`src/rtl/jk_pkg.sv`:
```
// Shared types for the JK/T/D/SR register bank.
// Mode encoding and popcount sizing helper.
package jk_pkg;

  typedef enum logic [1:0] {
    JK_MODE = 2'b00,
    T_MODE  = 2'b01,
    D_MODE  = 2'b10,
    SR_MODE = 2'b11
  } jk_mode_e;

  function automatic int pcnt_w(input int w);
    return $clog2(w + 1);
  endfunction

  localparam int PCNT_W = pcnt_w(8);

endpackage

```
`src/rtl/jk_bit_cell.sv`:
```
// Next-state logic for one flip-flop of the bank.
// Flags S=R=1 in SR mode as illegal and holds the bit.
module jk_bit_cell
  import jk_pkg::*;
(
  input  logic     q,
  input  logic     j,
  input  logic     k,
  input  jk_mode_e mode,
  output logic     q_next,
  output logic     illegal
);

  always_comb begin
    q_next  = q;
    illegal = 1'b0;
    unique case (1'b1)
      (mode == JK_MODE): begin
        unique case ({j, k})
          2'b00: q_next = q;
          2'b01: q_next = 1'b0;
          2'b10: q_next = 1'b1;
          2'b11: q_next = ~q;
        endcase
      end
      (mode == T_MODE): q_next = j ? ~q : q;
      (mode == D_MODE): q_next = j;
      (mode == SR_MODE): begin
        unique case ({j, k})
          2'b00: q_next = q;
          2'b01: q_next = 1'b0;
          2'b10: q_next = 1'b1;
          2'b11: begin
            q_next  = q;
            illegal = 1'b1;
          end
        endcase
      end
    endcase
  end

endmodule

```
`src/rtl/jk_reg_bank.sv`:
```
// Bank of per-bit JK/T/D/SR flip-flops with parallel load,
// sticky SR-illegal flag and saturating bit-change counter.
module jk_reg_bank
  import jk_pkg::*;
#(
  parameter int               WIDTH   = 8,
  parameter logic [WIDTH-1:0] RST_VAL = '0,
  parameter int               CNT_W   = 8
) (
  input  logic             clk,
  input  logic             rst_n,
  input  logic             en,
  input  logic [1:0]       mode,
  input  logic             load,
  input  logic [WIDTH-1:0] load_data,
  input  logic [WIDTH-1:0] J,
  input  logic [WIDTH-1:0] K,
  input  logic             clr_err,
  output logic [WIDTH-1:0] Q,
  output logic [WIDTH-1:0] Qn,
  output logic             sr_err,
  output logic [CNT_W-1:0] chg_cnt
);

  localparam int PW = pcnt_w(WIDTH);
  // Sum is one bit wider than the larger operand so it can never wrap.
  localparam int SW = ((PW > CNT_W) ? PW : CNT_W) + 1;
  localparam logic [CNT_W-1:0] CNT_MAX = '1;

  logic [WIDTH-1:0] q_cell;
  logic [WIDTH-1:0] ill_v;
  logic [WIDTH-1:0] q_nxt;
  logic [WIDTH-1:0] diff;
  logic [PW-1:0]    pc;
  logic [SW-1:0]    sum;
  logic [CNT_W-1:0] cnt_nxt;
  logic             set_err;

  for (genvar i = 0; i < WIDTH; i++) begin : g_cell
    jk_bit_cell u_cell (
      .q      (Q[i]),
      .j      (J[i]),
      .k      (K[i]),
      .mode   (jk_mode_e'(mode)),
      .q_next (q_cell[i]),
      .illegal(ill_v[i])
    );
  end

  always_comb begin
    q_nxt = Q;
    if (load)
      q_nxt = load_data;
    else if (en)
      q_nxt = q_cell;
  end

  assign set_err = en & ~load & (|ill_v);
  assign diff    = q_nxt ^ Q;

  always_comb begin
    pc = '0;
    for (int i = 0; i < WIDTH; i++)
      pc = pc + PW'(diff[i]);
  end

  assign sum     = SW'(chg_cnt) + SW'(pc);
  assign cnt_nxt = (sum > SW'(CNT_MAX)) ? CNT_MAX
                                        : sum[CNT_W-1:0];

  always_ff @(posedge clk or negedge rst_n) begin
    if (!rst_n) begin
      Q       <= RST_VAL;
      sr_err  <= 1'b0;
      chg_cnt <= '0;
    end else begin
      Q       <= q_nxt;
      sr_err  <= set_err | (sr_err & ~clr_err);
      chg_cnt <= cnt_nxt;
    end
  end

  assign Qn = ~Q;

endmodule

```
`config.mk`:
```
export PLATFORM = sky130hd
export DESIGN_NAME = jk_reg_bank
export DESIGN_NICKNAME = d
export VERILOG_FILES = /design/src/rtl/jk_pkg.sv /design/src/rtl/jk_bit_cell.sv /design/src/rtl/jk_reg_bank.sv
export SDC_FILE = /design/constraint.sdc
export NUM_CORES = 1
export LEC_CHECK = 0
export CAP_MARGIN = 20
export CORE_UTILIZATION = 56
export CTS_BUF_LIST = sky130_fd_sc_hd__clkbuf_8
export CTS_CLUSTER_DIAMETER = 50
export CTS_CLUSTER_SIZE = 16
export DETAILED_ROUTE_END_ITERATION = 7
export GPL_ROUTABILITY_DRIVEN = 0
export GPL_TIMING_DRIVEN = 0
export PLACE_DENSITY = 0.91
export SLEW_MARGIN = 10
export SYNTH_ARGS = -nofsm -noshare
export SYNTH_HDL_FRONTEND = slang
export SYNTH_SLANG_ARGS = --single-unit
```
`constraint.sdc`:
```
create_clock -name clk -period 6.2 [get_ports clk]
set_clock_uncertainty 0.15 [all_clocks]
set_input_delay 1.24 -clock clk [delete_from_list [all_inputs] [get_ports clk]]
set_output_delay 1.24 -clock clk [all_outputs]
set_load 0.005 [all_outputs]
```
## Word-level counts from Yosys, hierarchy flattened

Cells that the tools add are included.
Widths: inputs -> output; s select.

- Register bits: 17
- Bits of input ports: 31
- Output and inout bits: 25
- Logic and storage cells: 124

- Add/sub/neg operators: 8
- $lt $le $gt $ge: 1
- Eq/ne operators: 27
- Multiplexer cells: 51
- Bitwise logic cells: 16
- Reductions and logical operators: 18

Operator list:

| kind | count |
|---|---|
| $pmux 1 s4 | 16 |
| $eq 2x2->1 const B | 18 |
| $mux 1 | 24 |
| $mux 8 | 3 |
| $pmux 1 s3 | 8 |
| $eq 2x1->1 const B | 9 |
| $logic_not 2->1 | 9 |
| $add 4x1->4 | 4 |
| $reduce_or 2->1 | 8 |
| $not 1->1 | 10 |
| $add 8x4->9 | 1 |
| $gt 9x8->1 const B | 1 |
| $not 8->8 | 1 |
| $reduce_or 8->1 | 1 |
| $xor 8x8->8 | 1 |
| $add 3x1->4 | 1 |
| $add 2x1->3 | 1 |
| $and 1x1->1 | 3 |
| $add 1x1->2 | 1 |
| $or 1x1->1 | 1 |

## Depth between registers and ports, before layout

- Word-level depth: 17
- Depth in mapped cells: 18
- Depth with buffers taken out: 18

## Hierarchy

A second synthesis with hierarchy kept.

- Cell total of the unflattened synthesis: 229
- Area, all modules: 1964.4 um^2

By module, submodules not included:

| module | times used | cells each | area each (um^2) | seq. area each (um^2) |
|---|---|---|---|---|
| jk_reg_bank | 1 | 109 | 1113.6 | 425.4 |
| jk_bit_cell | 8 | 15 | 106.4 | 0.0 |

## Worst setup path after synthesis

OpenSTA, ideal clock, no wires.

- Path type: input port to flip-flop
- Start point: input port en
- End point: register chg_cnt[6]
- Setup time: 125 ps
- Arrival: 5134 ps
- Slack: 791 ps
- Stages: 18
- Path buffers: 3
- Cell sequence: buf_4 -> and2_1 -> buf_2 -> and2_1 -> buf_2 -> a21o_1 -> fa_1 -> fa_1 -> inv_1 -> fa_1 -> inv_1 -> fa_1 -> inv_1 -> fa_1 -> nor2b_1 -> o21ai_0 -> a21oi_1 -> mux2_2

- Cells in the longest elaborated chain, start to end: 13

Ends and longest elaborated chain:

| element | line | source |
|---|---|---|
| start: declaration | jk_reg_bank.sv:12 | `input logic en,` |
| $mux 8 (*) | jk_reg_bank.sv:54 | `else if (en)` |
| $mux 8 (*) | jk_reg_bank.sv:52 | `if (load)` |
| $xor 8x8->8 (*) | jk_reg_bank.sv:59 | `assign diff = q_nxt ^ Q;` |
| $add 1x1->2 | jk_reg_bank.sv:64 | `pc = pc + PW'(diff[i]);` |
| $add 2x1->3 | jk_reg_bank.sv:64 |  |
| $add 3x1->4 | jk_reg_bank.sv:64 |  |
| $add 4x1->4 (3 in series) | jk_reg_bank.sv:64 |  |
| $add 4x1->4 (*) | jk_reg_bank.sv:64 |  |
| $add 8x4->9 (*) | jk_reg_bank.sv:67 | `assign sum = SW'(chg_cnt) + SW'(pc);` |
| $gt 9x8->1 | jk_reg_bank.sv:68 | `assign cnt_nxt = (sum > SW'(CNT_MAX)) ? CNT_MAX` |
| $mux 8 (*) | jk_reg_bank.sv:68 |  |
| net cnt_nxt[6] | jk_reg_bank.sv:36 | `logic [CNT_W-1:0] cnt_nxt;` |
| end signal: assignment | jk_reg_bank.sv:79 | `chg_cnt <= cnt_nxt;` |
| end: declaration | jk_reg_bank.sv:22 | `output logic [CNT_W-1:0] chg_cnt` |

Mark *: on every way through the listed nets, which the timed path passes. The rest lies on a longest branch.

## Worst setup path after layout

- Start point: input port mode[1]
- End point: register chg_cnt[6]

- Cells in the longest elaborated chain, start to end: 15

Ends and longest elaborated chain:

| element | line | source |
|---|---|---|
| start: declaration | jk_reg_bank.sv:13 | `input logic [1:0] mode,` |
| $eq 2x2->1, or another cell as far along | jk_bit_cell.sv:28 | `(mode == SR_MODE): begin` |
| $pmux 1 s4 | jk_bit_cell.sv:17 | `unique case (1'b1)` |
| $mux 8 (*) | jk_reg_bank.sv:54 |  |
| $mux 8 (*) | jk_reg_bank.sv:52 |  |
| $xor 8x8->8 (*) | jk_reg_bank.sv:59 |  |
| $add 1x1->2 | jk_reg_bank.sv:64 |  |
| $add 2x1->3 | jk_reg_bank.sv:64 |  |
| $add 3x1->4 | jk_reg_bank.sv:64 |  |
| $add 4x1->4 (3 in series) | jk_reg_bank.sv:64 |  |
| $add 4x1->4 (*) | jk_reg_bank.sv:64 |  |
| $add 8x4->9 (*) | jk_reg_bank.sv:67 |  |
| $gt 9x8->1 | jk_reg_bank.sv:68 |  |
| $mux 8 (*) | jk_reg_bank.sv:68 |  |
| net cnt_nxt[6] | jk_reg_bank.sv:36 |  |

Marks and branches as above.

==> implementation parameters <==
Parameter                              Value

GRT
  First-pass GRT wire length    9360 um
  Initial antenna violation count    0
  Via count of the first global-routing pass    2088
  Overall global routing resource usage    0.281
  GR Overflow Total    0
  Maximum number of pins on one net before global-route repair    18

Synthesis
  Yosys warnings    0
  Adder and majority cell fraction of the synthesized area    0.209
  Async SR Flop Fraction    1.00
  Share of the synthesized area in compound gates (AO/OA/AOI/OAI)    0.231
  Cell area after synthesis    2280 um^2
  Library cells used by synthesis    39
  Total nets after synthesis    331
  Number of register bits inferred by synthesis    17
  Fraction of synthesized cell area in xor and xnor cells    0.0538
  Sequential fraction of the synthesis area    0.187
  Dominant combinational cell family by area after synthesis    compound AO/OA/AOI/OAI gates
  Cells taking the most area after synthesis    dfrtp_1, ha_1, inv_1
  Area share of the largest cell type after synthesis    0.187
  Post-synth top area cell    dfrtp_1
  Top flip-flop cell by instance count after synthesis    dfrtp_1
  Gate Count Post-Synth    265
  Count of flip-flops with a built-in enable after synthesis    0
  Syn_area_per_cell    8.60 um^2
  Leading cell type by number of instances after synthesis    inv_1
  Basic-gate share of the synthesized area counting and, or, nand and nor cells    0.122
  Fraction of synthesized area in multiplexers    0.0851
  List of most frequent post-synthesis cells    inv_1, ha_1, dfrtp_1, nand2b_1, o21ai_0

Critical path
  Critical path, cell by cell    clkdlybuf4s50_1, buf_2, and2_1, clkbuf_4, and2_1, buf_2, a21o_1, fa_1, fa_1, inv_1, fa_1, inv_1, fa_1, inv_1, fa_1, nor2b_2, o21ai_1, a21oi_1, mux2_2
  Worst setup path start    mode[1]
  Instance count on the critical path    19
  Maximum fanout count along the critical path    10
  Data arrival time at the worst-slack endpoint    5.99 ns
  Worst setup path endpoint    chg_cnt[6]$_DFF_PN0_
  Kind of start point of the critical path    input port
  Worst EP required    6.20 ns
  Setup CP Type    input port to register
  Register-to-Register Setup Slack    1.67 ns
  Most common cell type on the critical path    fa_1
  CP top delay family    adder cells
  Worst path bufs/invs    7
  RR Endpoint    chg_cnt[6]$_DFF_PN0_
  Critical R2R Launch    Q[2]$_DFF_PN0_
  Critical-path top delay cell    fa_1
  Critical Path Max Stage Delay    0.55 ns
  Number of cells on the worst reg-to-reg path    16
  Worst Setup End Kind    register

STA
  Final setup violation count    0
  PnR worst setup slack    0.209 ns
  Fmax achieved    167 MHz
  Count of endpoints failing hold in the final timing report    0
  Pins Over Slew Limit    0
  Final clock period utilization by the worst path    0.966
  Pin slew with the least headroom to its limit    0.808 ns
  Final critical-path required period    5.99 ns
  Relative slew margins    0.460

Clock network
  Number of sinks on the clock net    17
  Clock tree from TritonCTS    done
  Number of setup buffers added after CTS    0
  Root Buffer Master    clkbuf_8
  Inserted Clock Buffers    3
  CTS clock-pin slew for the worst setup and hold paths    0.08 ns
  Buffer levels on the longest clock path    2
  Number of hold buffers added after cts    0
  Clock insertion delay at the later pin of the skew report    0.26 ns
  Maximum level of the CTS H-tree    1

Power
  Fraction of power spent switching nets    0.424
  Fraction of power consumed by combinational cells    0.661
  Total leakage power    1.38 nW
  Power spent charging and discharging nets    346 uW
  Clock group share of total power    0.108
  Pwr Density    277 nW/um^2
  Internal power summed over all cells    471 uW
  Sequential share of power    0.231
  Peak supply drop    0.356 mV

Finish
  Fraction of final layout cells sized beyond drive strength 1    0.108
  Ant diodes    0
  Fin nets    391
  Core Util, Final    0.783
  Growth of design area from synthesis to finish    29.7%

Floorplanning
  Initial Util    0.604
  Die extent in y    65.8 um
  Num ports    56
  Placeable core area    3770 um^2
  Area of the die    4330 um^2
  Die outline width    65.8 um
  FP Rows    22

Place
  IO Port Bufs    55
  Detailed placement HPWL    4240 um
  Pre-CTS WS    -0.236 ns

Route
  Starting DRC count in detailed routing    207
  Detailed-router iteration count before antenna repair    5
  Average via count per standard cell    5.97
  Detail Route Antenna Nets    0
  Post-detailed-route wirelength per cell    15.7 um
  Final wirelength    5850 um
  Number of vias in the routed layout    2221
  Total DRC errors in the routed layout    0

Hold path
  Worst hold-check path type    register to register

Job
  Max Cap Violations    0

Status
  Status    finished clean
-- placed cells by master (no fill, tap or decap), types with 2 or more instances in the layout --
cell type        instances
a21o_1                   8
buf_2                    5
ha_1                    30
nand2_1                 12
o21ai_0                 14
clkbuf_8                 3
buf_6                    2
clkbuf_4                 2
o31ai_2                  2
nand2b_1                17
nand3_1                  2
clkdlybuf4s50_1         54
xnor2_1                 14
a2bb2oi_1                8
and2_1                   2
nor4_1                   2
a211oi_1                 9
mux2_1                   5
nor3_1                   9
mux2_2                   4
buf_4                    9
dfrtp_1                 17
mux2i_1                  7
o22ai_1                 14
a21oi_1                 14
o21ai_1                  2
inv_1                   33
nor2b_1                  2
fa_1                     5
-- power by group through the flow --
| stage | Combinational, mW | Sequential [mW] | Clock (mW) |
|---|---|---|---|
| after global routing | 0.602 | 0.195 | 0.0933 |
| after global placement | 0.504 | 0.190 | 0 |
| after CTS | 0.530 | 0.188 | 0.0889 |
| final | 0.540 | 0.189 | 0.0884 |
| after detailed placement | 0.518 | 0.189 | 0 |
| after floorplan | 0.342 | 0.184 | 0 |
-- stage by stage --
step	TNS (ns)	instance area, um^2	cells	power [mW]	hold slack (ns)
floorplan	0	2280	265	0.526	0.378
global placement	-0.971	2890	368	0.694	0.371
finish	0	2950	372	0.817	0.399
CTS	0	2940	372	0.807	0.396
detailed placement	-1.15	2890	368	0.707	0.386
global route	-0.0121	2950	372	0.890	0.464
-- flip-flops by register name (all words and copies together) (netlist names) --
name	cells
Q	8
chg_cnt	8
sr_err	1
-- final cells by class --
type | count | area, um^2
Timing Repair Buffer | 55 | 553
Sequential cell | 17 | 425
Multi-Input combinational cell | 195 | 1600
Fill cell | 269 | 817
Buffer | 19 | 135
Clock inverter | 1 | 5.00
Clock buffer | 3 | 41.3
Inverter | 34 | 131
Tap cell | 48 | 60.1
-- logic make-up (layout without fill, tap and decap cells) --
group,after synthesis,count (layout)
AOI/OAI and AO/OA,78,78
xor gates and xnor gates,14,14
adders and majority gates,35,35
buffers and inverters,53,112
DFF,17,17
muxes,17,17
and+or+nand+nor,51,51
-- timing repair --
action                     CTS  global route
cloned                       0             0
pin swaps                    0             3
gates resized for setup      1             9
setup endpoints to repair    2             7
-- worst min path at each step --
stage	start	end	slack [ns]	cells after the start
after floorplan	sr_err$_DFF_PN0_	sr_err$_DFF_PN0_	0.38	2
after global placement	sr_err$_DFF_PN0_	sr_err$_DFF_PN0_	0.37	2
after detailed placement	sr_err$_DFF_PN0_	sr_err$_DFF_PN0_	0.39	2
after CTS	sr_err$_DFF_PN0_	sr_err$_DFF_PN0_	0.40	2
after global routing	sr_err$_DFF_PN0_	sr_err$_DFF_PN0_	0.46	2
final	sr_err$_DFF_PN0_	sr_err$_DFF_PN0_	0.40	2
-- worst register-to-register path, cell delays in order, from the launching register on --
cell and delay (ns):
dfrtp_1 0.47, a21oi_1 0.10, o22ai_1 0.24, xnor2_1 0.17, a21o_1 0.20, fa_1 0.46
fa_1 0.55, inv_1 0.05, fa_1 0.49, inv_1 0.10, fa_1 0.22, inv_1 0.06
fa_1 0.38, nor2b_2 0.17, o21ai_1 0.11, a21oi_1 0.16, mux2_2 0.34
-- per-layer routing --
layer / global-route usage / up-vias / wire length, um
met4: 0.0707 / 0 / 14
met2: 0.492 / 90 / 2890
met1: 0.352 / 1082 / 2510
met5: 0 / - / 0
met3: 0.0500 / 2 / 434
li1: - / 1047 / -
(Power assumes the default switching activity.)
